$ cat config.mk
export PLATFORM = sky130hd
export DESIGN_NAME = control_sequencer
export DESIGN_NICKNAME = d
export VERILOG_FILES = /design/src/rtl/cpu_pkg.sv /design/src/rtl/control_sequencer_reg_select.sv /design/src/rtl/control_sequencer.sv
export SDC_FILE = /design/constraint.sdc
export NUM_CORES = 1
export LEC_CHECK = 0
export BUFFER_PORTS_ARGS = -buffer_cell sky130_fd_sc_hd__buf_2
export CORE_MARGIN = 10
export CORE_UTILIZATION = 40
export CTS_BUF_LIST = sky130_fd_sc_hd__clkbuf_2 sky130_fd_sc_hd__clkbuf_4 sky130_fd_sc_hd__clkbuf_8
export DETAILED_ROUTE_END_ITERATION = 10
export GPL_TIMING_DRIVEN = 0
export PLACE_DENSITY = 0.79
export SYNTH_ARGS = -nofsm -noshare
export SYNTH_HDL_FRONTEND = slang
export SYNTH_SLANG_ARGS = --single-unit
$ cat constraint.sdc
create_clock -name clock -period 6.3 [get_ports clock]
set_clock_uncertainty 0.05 [all_clocks]
set_input_delay 0.945 -clock clock [delete_from_list [all_inputs] [get_ports clock]]
set_output_delay 0.945 -clock clock [all_outputs]
set_load 0.05 [all_outputs]
$ cat src/rtl/cpu_pkg.sv
// Shared encodings for the hardwired control unit: ALU codes, opcodes,
// FSM states and the opcode-to-ALU mapping.
package cpu_pkg;

   typedef enum logic [3:0] {
      ALU_ADD = 4'd0,
      ALU_SUB = 4'd1,
      ALU_NOT = 4'd2,
      ALU_AND = 4'd3,
      ALU_OR  = 4'd4,
      ALU_NEG = 4'd5,
      ALU_SHR = 4'd6,
      ALU_SHL = 4'd7,
      ALU_ROR = 4'd8,
      ALU_ROL = 4'd9,
      ALU_MUL = 4'd10,
      ALU_DIV = 4'd11
   } alu_op_t;

   localparam logic [4:0] OP_ADD  = 5'b00000;
   localparam logic [4:0] OP_SUB  = 5'b00001;
   localparam logic [4:0] OP_AND  = 5'b00010;
   localparam logic [4:0] OP_OR   = 5'b00011;
   localparam logic [4:0] OP_SHR  = 5'b00100;
   localparam logic [4:0] OP_SHL  = 5'b00101;
   localparam logic [4:0] OP_ROR  = 5'b00110;
   localparam logic [4:0] OP_ROL  = 5'b00111;
   localparam logic [4:0] OP_MUL  = 5'b01000;
   localparam logic [4:0] OP_DIV  = 5'b01001;
   localparam logic [4:0] OP_NEG  = 5'b01010;
   localparam logic [4:0] OP_NOT  = 5'b01011;
   localparam logic [4:0] OP_NOP  = 5'b11010;
   localparam logic [4:0] OP_HALT = 5'b11011;

   typedef enum logic [3:0] {
      ST_RESET  = 4'd0,
      ST_T0     = 4'd1,
      ST_T1     = 4'd2,
      ST_T2     = 4'd3,
      ST_T3     = 4'd4,
      ST_T4     = 4'd5,
      ST_T5     = 4'd6,
      ST_T6     = 4'd7,
      ST_HALTED = 4'd8
   } state_t;

   typedef enum logic [2:0] {
      CLS_ALU2   = 3'd0,
      CLS_UNARY  = 3'd1,
      CLS_MULDIV = 3'd2,
      CLS_NOP    = 3'd3,
      CLS_HALT   = 3'd4
   } op_class_t;

   function automatic op_class_t op_class(input logic [4:0] op);
      case (op)
         OP_ADD, OP_SUB, OP_AND, OP_OR,
         OP_SHR, OP_SHL, OP_ROR, OP_ROL: return CLS_ALU2;
         OP_NOT, OP_NEG:                 return CLS_UNARY;
         OP_MUL, OP_DIV:                 return CLS_MULDIV;
         OP_HALT:                        return CLS_HALT;
         default:                        return CLS_NOP;
      endcase
   endfunction

   function automatic alu_op_t op_alu(input logic [4:0] op);
      case (op)
         OP_SUB:  return ALU_SUB;
         OP_AND:  return ALU_AND;
         OP_OR:   return ALU_OR;
         OP_SHR:  return ALU_SHR;
         OP_SHL:  return ALU_SHL;
         OP_ROR:  return ALU_ROR;
         OP_ROL:  return ALU_ROL;
         OP_MUL:  return ALU_MUL;
         OP_DIV:  return ALU_DIV;
         OP_NEG:  return ALU_NEG;
         OP_NOT:  return ALU_NOT;
         default: return ALU_ADD;
      endcase
   endfunction

endpackage

$ cat src/rtl/control_sequencer_reg_select.sv
// One-hot register select decoder: 4-bit index to NUM_REGS lines, all-zero
// when disabled or when the index is beyond the register file.
module reg_select #(
   parameter int NUM_REGS = 16
) (
   input  logic                en,
   input  logic [3:0]          idx,
   output logic [NUM_REGS-1:0] sel
);

   always_comb begin
      sel = '0;
      if (en && (int'(idx) < NUM_REGS))
         sel[idx] = 1'b1;
   end

endmodule

$ cat src/rtl/control_sequencer.sv
// Hardwired control unit: fetch T0-T2, then execute steps chosen by the IR
// opcode; outputs are a Moore decode of the state plus IR register fields.
module control_sequencer
   import cpu_pkg::*;
#(
   parameter int NUM_REGS = 16
) (
   input  logic                clock,
   input  logic                clear,
   input  logic [31:0]         IR,
   output logic [NUM_REGS-1:0] Rin,
   output logic [NUM_REGS-1:0] Rout,
   output logic                PCin,
   output logic                PCout,
   output logic                MARin,
   output logic                MDRin,
   output logic                MDRout,
   output logic                IRin,
   output logic                Yin,
   output logic                Zlowin,
   output logic                Zhighin,
   output logic                Zlowout,
   output logic                Zhighout,
   output logic                HIin,
   output logic                LOin,
   output logic                IncPC,
   output logic                Read,
   output logic [3:0]          ALUop,
   output logic                Run
);

   state_t     state;
   op_class_t  cls;
   logic [3:0] ra, rb, rc;
   logic       rin_en, rout_en;
   logic [3:0] rin_idx, rout_idx;
   logic       ir_unused;

   assign cls       = op_class(IR[31:27]);
   assign ra        = IR[26:23];
   assign rb        = IR[22:19];
   assign rc        = IR[18:15];
   assign ir_unused = ^IR[14:0];

   always_ff @(posedge clock) begin
      if (clear) begin
         state <= ST_RESET;
      end else begin
         case (state)
            ST_RESET: state <= ST_T0;
            ST_T0:    state <= ST_T1;
            ST_T1:    state <= ST_T2;
            ST_T2:    state <= ST_T3;
            ST_T3: begin
               if (cls == CLS_HALT)     state <= ST_HALTED;
               else if (cls == CLS_NOP) state <= ST_T0;
               else                     state <= ST_T4;
            end
            ST_T4:    state <= (cls == CLS_UNARY)  ? ST_T0 : ST_T5;
            ST_T5:    state <= (cls == CLS_MULDIV) ? ST_T6 : ST_T0;
            ST_T6:    state <= ST_T0;
            ST_HALTED: state <= ST_HALTED;
            default:  state <= ST_RESET;
         endcase
      end
   end

   // IR fields are only consulted in T3-T6, after the fetch has landed.
   always_comb begin
      PCin = 1'b0;  PCout = 1'b0;  MARin = 1'b0;  MDRin = 1'b0;
      MDRout = 1'b0;  IRin = 1'b0;  Yin = 1'b0;  Zlowin = 1'b0;
      Zhighin = 1'b0;  Zlowout = 1'b0;  Zhighout = 1'b0;
      HIin = 1'b0;  LOin = 1'b0;  IncPC = 1'b0;  Read = 1'b0;
      ALUop = ALU_ADD;
      Run = (state != ST_RESET) && (state != ST_HALTED);
      rin_en = 1'b0;  rin_idx = ra;
      rout_en = 1'b0; rout_idx = rb;
      case (state)
         ST_T0: begin PCout = 1'b1; MARin = 1'b1; IncPC = 1'b1; Zlowin = 1'b1; end
         ST_T1: begin Zlowout = 1'b1; PCin = 1'b1; Read = 1'b1; MDRin = 1'b1; end
         ST_T2: begin MDRout = 1'b1; IRin = 1'b1; end
         ST_T3: begin
            case (cls)
               CLS_ALU2:   begin rout_en = 1'b1; Yin = 1'b1; end
               CLS_UNARY:  begin rout_en = 1'b1; ALUop = op_alu(IR[31:27]); Zlowin = 1'b1; end
               CLS_MULDIV: begin rout_en = 1'b1; rout_idx = ra; Yin = 1'b1; end
               default: ;
            endcase
         end
         ST_T4: begin
            case (cls)
               CLS_ALU2: begin
                  rout_en = 1'b1; rout_idx = rc;
                  ALUop = op_alu(IR[31:27]); Zlowin = 1'b1;
               end
               CLS_UNARY: begin Zlowout = 1'b1; rin_en = 1'b1; end
               CLS_MULDIV: begin
                  rout_en = 1'b1;
                  ALUop = op_alu(IR[31:27]); Zlowin = 1'b1; Zhighin = 1'b1;
               end
               default: ;
            endcase
         end
         ST_T5: begin
            if (cls == CLS_ALU2) begin
               Zlowout = 1'b1; rin_en = 1'b1;
            end else if (cls == CLS_MULDIV) begin
               Zlowout = 1'b1; LOin = 1'b1;
            end
         end
         ST_T6: begin Zhighout = 1'b1; HIin = 1'b1; end
         default: ;
      endcase
   end

   reg_select #(.NUM_REGS(NUM_REGS)) u_rin_sel (
      .en  (rin_en),
      .idx (rin_idx),
      .sel (Rin)
   );

   reg_select #(.NUM_REGS(NUM_REGS)) u_rout_sel (
      .en  (rout_en),
      .idx (rout_idx),
      .sel (Rout)
   );

endmodule
# Yosys cells after proc, flatten, opt, wreduce, memory -nomap -nowiden
# Memory sizes are Yosys's and may differ from the RTL's.
# Index checks and enable logic that the tools add are counted.
# classes
n_lt_le_gt_ge	4
n_reduce_logical	9
n_mux	38
eq_ne	13
# op_table
op	n
16-bit two-way mux	2
4-bit case mux with 8 select lines	1
4-bit two-way mux	7
4-bit case mux with 2 select lines	3
4-bit by 3-bit == test with 1-bit output (second input constant)	4
1-bit two-way mux	16
4-bit by 5-bit less-than comparator with 1-bit output (second input constant)	2
3-bit two-way mux	3
1-bit demux with 4-bit select	2
4-bit by 2-bit == test with 1-bit output (second input constant)	2
4-bit by 1-bit >= comparator with 1-bit output (second input constant)	2
3-bit by 2-bit == test with 1-bit output (second input constant)	2
1-bit case mux with 3 select lines	2
4-bit by 1-bit == test with 1-bit output (second input constant)	1
4-bit == test (second input constant)	1
4-bit zero test	1
4-bit inequality test (second input constant)	1
1-bit case mux with 2 select lines	2
4-bit nonzero test	1
2-bit OR reduction	2
3-bit by 1-bit == test with 1-bit output (second input constant)	1
3-bit == test (second input constant)	1
1-bit logical AND	3
3-bit zero test	1
3-bit OR reduction	1
# word_totals
mem_count	4
wordCells	69
out_inout_bits	52
regBits	4
mem_bits_ro	288
inputBits	34
# memory_table
memory	words	word_bits	read_ports	rd_ports_with_merged_regs	wr	line	rtl
(name not given)	32	3	1	0	0	cpu_pkg.sv:56	case (op)
(name not given)	16	4	1	0	0	cpu_pkg.sv:67	case (op)
(name not given)	16	4	1	0	0	cpu_pkg.sv:67	
(name not given)	16	4	1	0	0	cpu_pkg.sv:67	

# Longest topological paths before layout
# Gate-level depths: netlist (run 1).
# An unclocked memory read counts as a cell.
# logic_depth
ltp_word	9
ltp_mapped	7
mapped_depth_nobuf	6

# Modules after synthesis
# From an unflattened synthesis (run 1), not the netlist that was laid out.
# unflattened
cells_unflattened	156
area_unflattened_um2	964.7
# modules_own_cells
module	seq_area_each_um2	cells_per_inst	n_inst	area_each_um2
control_sequencer	80.1	110	1	729.4
reg_select	0.0	23	2	117.6

# Worst setup path before layout (run 1)
# OpenSTA, ideal clock, no wires.
# synth_path
path_type	input to output
from	in IR[29]
to	out Rout[4]
path_buffers	1
stages	5
t_required_ps	5305
path_slack_ps	1591
t_arrival_ps	3714
path_cell_list	buf_2 nor4b_4 mux2_4 o221a_4 nor4_1
# synth_via
elab_chain_cells	9
word_cells_on_any_way	18
classes_between	order compare: 2; eq/ne: 2; mux: 9; reduce/logical: 4; memory: 1
# synth_rtl
element	line	rtl
start, declared	control_sequencer.sv:10	input logic [31:0] IR,
memory 32 x 3 bit *	n/a	
3-bit by 2-bit == test with 1-bit output / 3-bit zero test (equally long branches)	control_sequencer.sv:83, control_sequencer.sv:91	
4-bit two-way mux, on equally long branches	control_sequencer.sv:83, control_sequencer.sv:91	
4-bit case mux with 2 select lines	control_sequencer.sv:78	case (state)
4-bit by 5-bit less-than comparator with 1-bit output (not written as such) / 4-bit by 1-bit >= comparator with 1-bit output (equally long branches)	control_sequencer_reg_select.sv:14	sel[idx] = 1'b1;
1-bit logical AND (not written as such)	control_sequencer_reg_select.sv:14	
1-bit two-way mux (not written as such)	control_sequencer_reg_select.sv:14	
1-bit demux with 4-bit select	n/a	
16-bit two-way mux *	control_sequencer_reg_select.sv:13	if (en && (int'(idx) < NUM_REGS))
end, declared	control_sequencer.sv:12	output logic [NUM_REGS-1:0] Rout,
# Every way passes the cells marked *; elsewhere a longest branch is shown, timed or not.

# Worst setup path in the final report (run 1)
# layout_path
from	in IR[28]
to	out Rout[4]
# The elaborated chain is that of the path after synthesis.

==> results by stage, run 1 <==
Synth:
- The unique cell type count in the Yosys netlist is 49.
- Of all flip-flops after synthesis, the portion carrying an async set or reset was 0%.
- The dominant combinational cell family by area after synthesis is simple AND/OR/NAND/NOR gates.
- Dividing the synthesized area by the synthesized cell count gives 6.874 um^2.
- The multiplexer fraction of the synthesized cell area is 6.561%.
- The number of storage elements in the synthesis netlist is 4.
- Yosys mapped a number of flops with a built-in enable equal to 0.
- The net count after synthesis is 209.
- The post-synthesis sequential area ratio is 6.772%.
- The synthesized netlist devotes 21.69% of its cell area to compound gates.
- The synthesized netlist devotes 0% of its cell area to XOR and XNOR gates.
- The Yosys step of the flow raised 0 warnings.
- The share of synthesized cell area in full adder, half adder and majority cells is 3.175%.
- The most frequently used flop master after synthesis is dfxtp_1.
- Synthesis produced a netlist whose cell count is 172.
- The mapped cell area is 0.001182 mm^2.
- The synthesized netlist devotes 51.11% of its cell area to simple gates.

Floorplan:
- Measured along the y axis, the die boundary spans 74.37 um.
- The count of pins on the block boundary is 86.
- The core region area is 0.002781 mm^2.
- The total die area is 0.005531 mm^2.
- The initialized floorplan defines 19 standard-cell rows.
- The initial core utilization is 42.51%.
- The die width is 74.37 um.

Final layout:
- The final instance count without filler cells is 275.
- The library cells used most frequently in the layout, excluding fill and tap cells, are buf_2, nor3_1, nor2_1, nor4_1, clkbuf_1.
- The register with the most flip-flops in the layout has 4 of them.
- The most common cell after layout, fill and taps aside is buf_2.
- The register with the highest flop count is state.
- The largest registers in the layout are state x4.
- The area added between synthesis and finish is 34.39%.
- The proportion of layout cells with a drive suffix above 1 is 38.93%.
- The number of antenna diodes is 0.
- The final layout contains 283 nets.

Worst setup path:
- Data on the critical path arrives at its endpoint at 2.90 ns.
- The largest driver fanout on the critical path is 8.
- The kind of cell with the highest combined delay along the critical path is simple AND/OR/NAND/NOR gates.
- The setup path with the least slack is of type input port to output pin.
- The count of buffering cells on the critical path with inverters included is 2.
- The signal on the critical path passes through buf_2, nor4b_4, mux2_2, a32oi_1, nor4_1, buf_2.
- The most used cell along the critical path is buf_2.
- The cell with the largest stage delay on the worst path is a32oi_1.
- The sort of element at the end of the critical path is an output pin.
- The critical path data required time is 5.30 ns.
- For this run, the slowest stage of the critical path takes 0.54 ns.
- STA classifies the critical path startpoint as an input port.

Min path:
- The min-delay analysis places its worst path in the category register to register.

Clock network:
- In this run the clock root is driven by a clkbuf_4.
- The CTS tree is yes.
- The maximum clock path buffer count is 2.
- The number of setup buffers added after CTS is 0.
- The number of buffers inserted during clock tree synthesis is 3.
- The depth of the CTS H-tree is 1.
- The number of buffers added to fix hold violations after cts is 0.
- For the worst-skew pair, the clock arrives at the later sink with an insertion delay of 0.24 ns.
- The clock drives 4 sinks.
- After clock tree synthesis, the clock-pin slew on the worst setup and hold paths is 0.03 ns.
- After clock tree synthesis, the repair step resized 0 gates.

Place:
- Once detailed placement completed, the half-perimeter wirelength came to 3497 um.
- The count of placed standard cells including taps is 272.
- The weighted congestion at the end of routability-driven global placement is 0.9507.
- The number of input and output port buffers inserted is 69.

Detailed routing:
- The number of vias in the routed layout is 1,582.
- The post-route DRC violation count is 0.
- The ratio of routed vias to standard cells is 5.753.
- The first routing iteration left 77 violations.
- Dividing the detail-routed wire length by the instance count gives 15.48 um.
- The number of routed nets with antenna violations is 0.
- The routed design has 4256 um of wire.
- The number of detailed-route iterations in the first pass is 4.

Timing:
- The remaining max-slew budget at the tightest pin is 52.64%.
- The number of setup violations in the final report is 0.
- After layout, the worst path uses 61.78% of the clock period.
- The worst slack on hold paths is 0.7595 ns.
- The transition time at the pin with the least slew margin is 0.7104 ns.
- The hold violation total from the final report is 0.
- The post-layout minimum cycle time is 3.892 ns.
- The achievable clock frequency is 256.9 MHz.
- The final number of max-transition violations is 0.
- Setup repair after global routing left no endpoint under its margin.
- The total negative slack is 0 ns.

Global route:
- Entering global routing, the biggest net connects 11 pins.
- The first-pass GRT wire length is 6858 um.
- After global routing the overflow that remains totals 0.
- The number of global-route vias before repair is 1,499.
- The global-route usage over all layers is 14.77%.
- The number of antenna violations at the first check in global routing is 0.

Pwr:
- The design draws 150.5 uW.
- IR analysis of the VDD net gives a maximum drop of 0.0001681 V.
- In this run the power density over the cells is 94.73 mW/mm^2.
- In this run the static leakage power is 0.7375 nW.

Status:
- The flow ran to the end, and the final reports show no timing, DRC or antenna violations.

Flow run:
- The max-cap violation count is 0.
## cell type report
| class | instances | area (um^2) |
|---|---|---|
| Multi-Input combinational cell | 144 | 975.9 |
| Tap cell | 31 | 38.79 |
| Fill cell | 283 | 1192 |
| Timing Repair Buffer | 69 | 345.3 |
| Inverter | 4 | 15.01 |
| Sequential cell | 4 | 80.08 |
| Buffer | 20 | 111.4 |
| Clock buffer | 3 | 22.52 |
## per-stage QoR
| step | setup WS (ns) | cell area (um^2) | util [%] |
|---|---|---|---|
| after floorplan | 1.591 | 1182 | - |
| after global placement | 2.426 | 1567 | 56.32 |
| after detailed placement | 2.421 | 1567 | 56.32 |
| after CTS | 2.414 | 1589 | 57.13 |
| after global routing | 2.267 | 1589 | 57.13 |
| final | 2.408 | 1589 | 57.13 |
## cell families (layout without fill, tap and decap cells)
logic type / after synthesis / count (layout)
AO/OA/AOI/OAI: 33 / 33
adder cells (fa/ha/maj): 3 / 3
buffers and inverters: 24 / 96
flip-flops: 4 / 4
multiplexers: 7 / 7
AND/OR/NAND/NOR: 101 / 101
## path summary, 6_finish.rpt
check	depth (start not counted)	endpoint	startpoint	slack (ns)
max	6	Rout[4]	IR[28]	2.41
min reg2reg	3	state[2]$_SDFF_PP0_	state[2]$_SDFF_PP0_	0.76
max reg2reg	4	state[0]$_SDFF_PP0_	state[0]$_SDFF_PP0_	4.41
min	3	state[2]$_SDFF_PP0_	state[2]$_SDFF_PP0_	0.76
## tightest hold or removal path: cells and delay by family (launching register included)
kind             cells  cell delay [ns]
AND/OR/NAND/NOR      1             0.12
AO/OA/AOI/OAI        2             0.20
flip-flops           1             0.43
## power breakdown
group	total (mW)	internal, mW	switching (mW)
sequential	0.0287	0.0267	0.00205
clock	0.0315	0.0213	0.0102
combinational	0.0903	0.0299	0.0605
total	0.151	0.0778	0.0727
## synth_stat cells, drive strengths merged (4+ instances only)
cell / number / area share (%)
nand3: 4 / 1.7
dfxtp: 4 / 6.8
mux2i: 4 / 3.4
nand2: 6 / 1.9
nor3: 22 / 9.3
a21oi: 7 / 3.0
nor2: 18 / 5.7
inv: 4 / 1.3
nand2b: 7 / 3.7
nor4: 16 / 8.5
o21ai: 5 / 2.1
buf: 12 / 6.9
or3b: 4 / 3.0
clkbuf: 8 / 2.5
## metal layers
metal	part of all wire, %	global-route usage (%)
met5	0	0
met4	0	0.6098
met2	42	23.94
met1	44	18.45
met3	14	6.649
Note: power is estimated with default switching activity, not from simulation.
==> run 2, diff against run 1 <==
CORE_UTILIZATION = 38   (was 40)
clock period = 3.49 ns   (was 6.3 ns; I/O delays follow)
==> run 2 against run 1 <==
Net effect:
- core utilization shrank 2.5 points
- sequential power grew 79%
- cell count grew 4.7%
- routed wire length grew 0.78%
- clock-buffer cell count is the same
- critical path depth shrank 1
- via count grew 0.57%
- worst setup slack lost 2.1 ns
- global-route usage shrank 0.71 points
- sequential share of layout area shrank 0.20 points
- register-to-register slack lost 2.8 ns
- critical path type is now register to output pin
- critical endpoint is now Rout[1]
- largest cell class unchanged
- largest power group unchanged
- highest routed layer unchanged
==> results by stage, run 2 (synthesized netlist as in run 1, its figures left out) <==
Status:
- The flow ran to the end, and the final reports show no timing, DRC or antenna violations.

Worst setup path:
- The critical path data required time is 2.92 ns.
- At the worst endpoint, the arrival time is 2.66 ns.
- The number of cells on the critical path is 5.
- For this run, the slowest stage of the critical path takes 0.47 ns.
- The cell with the largest stage delay on the worst path is a32oi_1.
- The critical setup path kind is register to output pin.
- The worst setup path is captured at an output pin.
- The number of buffers and inverters on the critical path is 3.
- For the worst flop-to-flop path, the logic depth is 4.
- The largest driver fanout on the critical path is 10.
- The worst setup path is launched from a register.
- Among the stages of the critical path, the cell type that occurs most often is clkbuf_1.
- Traced cell by cell, the critical path runs through clkbuf_1, clkbuf_1, a32oi_1, nor4_1, buf_2.
- The kind of cell adding the most delay to the critical path is buffers and inverters.

Pwr:
- The portion of total power attributed to the clock network is 21.7%.
- Dividing total power by cell area gives a power density of 168.9 mW/mm^2.
- The leakage dissipation is 0.7387 nW.
- The highest ir drop seen on vdd is 0.0001529 V.
- Sequential cells burn 18.4% of the power.
- The total net switching power is 138.6 uW.
- The internal portion of total power is 141.1 uW.
- The design draws 279.7 uW.
- Net switching is 49.55% of the power.
- The combinational fraction of design power is 59.9%.

Clock network:
- For this design, the CTS-stage hold fixing added 0 buffers.
- The quantity of gates resized following cts is 0.
- The CTS tree is yes.
- In this run the number of H-tree levels came out at 1.
- Buffers inserted during clock tree synthesis total 3.
- The clock root buffer master is clkbuf_4.
- The clock slew at the register clock pins of the worst setup and hold paths is 0.04 ns.
- Counting every sink on the clock net gives 4.
- The clock reaches the later pin of the worst-skew pair after 0.24 ns.
- The maximum clock path buffer count is 2.
- Buffers added to address setup during post-CTS repair amount to 0.

Timing:
- The total negative slack is 0 ns.
- The final worst setup slack is 0.2600 ns.
- The number of setup violations in the final report is 0.
- The transition time at the pin with the least slew margin is 0.9626 ns.
- The final number of max-transition violations came to 0.
- The share of the clock period used by the worst path is 92.55%.
- The achievable clock frequency is 309.6 MHz.
- The remaining max-slew budget at the tightest pin is 35.83%.
- The worst slack on hold paths is 0.4441 ns.
- The post-layout minimum cycle time is 3.230 ns.
- Setup repair after global routing left no endpoint under its margin.
- The hold violation total from the final report is 0.

Place:
- The setup slack after placement is 0.3208 ns.
- The number of input and output port buffers inserted is 69.
- After legalization and detailed placement, the total HPWL measured 3530 um.
- The weighted congestion at the end of routability-driven global placement is 0.9448.
- In this run the cell area measured after placement is 0.001633 mm^2.
- The count of placed standard cells including taps is 285.

Global route:
- Global routing finished with a remaining overflow of 0.
- The pin count of the biggest net entering global routing is 11.
- The number of global-route vias before repair is 1,445.
- The first global-routing pass estimated 6603 um of wire.
- The number of antenna violations at the first check in global routing is 0.
- The global-route usage over all layers is 14.06%.

Detailed routing:
- The routed length per instance is 14.89 um.
- The overall routed net length is 4289 um.
- The ratio of routed vias to standard cells is 5.524.
- The number of routed nets with antenna violations is 0.
- The first detailed-routing pass took 4 iterations.
- After the first detailed-routing iteration, the DRC count stood at 76.
- Across all layers, the routed design uses 1,591 vias.
- For this run, design rule violations remaining after detail routing come to 0.

Final layout:
- The post-route netlist has 42.21% of its cells at a drive strength greater than 1.
- In the layout the commonest cells are buf_2, nor3_1, nor2_1.
- The register cell area after layout is 80.08 um^2.
- Counting the fill cells in the layout gives 316.
- Leaving out filler cells and counting taps, the final layout contains 288.
- The register with the most flip-flops in the layout has 4 of them.
- The most common cell after layout, fill and taps aside is buf_2.
- The number of antenna diodes is 0.
- In the final design database the tool counted 283 nets.
- Cells fill 54.67% of the core in the end.
- The area added between synthesis and finish is 40.00%.
- In the final layout, the registers with the most flip-flops are state x4.
- The finished layout cell area is 0.001655 mm^2.
- The register with the highest flop count is state.
- The multi-input logic area is 0.001026 mm^2.

Floorplan:
- In this run the count of I/O pins placed on the die edge is 86.
- Once the floorplan was initialized, standard cells occupied 39.05% of the core.
- After floorplanning, the core was divided into 20 placement rows.
- The die width is 75.78 um.
- The core region area is 0.003028 mm^2.
- From bottom edge to top edge, the die measures 75.78 um.
- The total die area is 0.005743 mm^2.

Min path:
- The type of the worst min-delay path is input port to register.
- Counting instances, the worst hold path has a depth of 2.

Flow run:
- The max-cap violation count is 0.
==> run 2: cell types whose count changed in the layout (fill, tap and decap cells not counted) <==
| cell | delta |
|---|---|
| nor4_1 | -8 |
| nor4_2 | +8 |
==> run 2: metal layers <==
layer	global-route usage (%)	wire length (um)	vias up	part of all wire, %
met1	16.59	1803	724	42
met3	5.469	563	0	13
met5	0	0	-	0
met2	24.15	1921	64	45
li1	-	-	803	-
met4	1.443	0	0	0
==> run 2: final cells by class <==
class | count | share of cell area [%]
buffer | 20 | 6.727
clock buffer | 3 | 1.361
inverter | 4 | 0.9070
multi-input combinational | 144 | 61.98
sequential | 4 | 4.837
tap | 44 | 3.326
timing repair buffer | 69 | 20.86
==> run 2: path summary, 6_finish.rpt <==
kind,start,slack [ns],end
setup / recovery,state[0]$_SDFF_PP0_,0.26,Rout[1]
hold / removal,clear,0.44,state[1]$_SDFF_PP0_
setup reg to reg,state[0]$_SDFF_PP0_,1.58,state[0]$_SDFF_PP0_
hold reg to reg,state[1]$_SDFF_PP0_,0.76,state[2]$_SDFF_PP0_
==> run 2: power groups by stage <==
stage,registers (mW),clock network (mW),logic [mW]
6_report,0.0514,0.0608,0.167
5_1_grt,0.0518,0.0627,0.182
4_1_cts,0.0514,0.0607,0.167
3_5_place_dp,0.0522,0,0.167
3_3_place_gp,0.0520,0,0.165
2_1_floorplan,0.0510,0,0.126
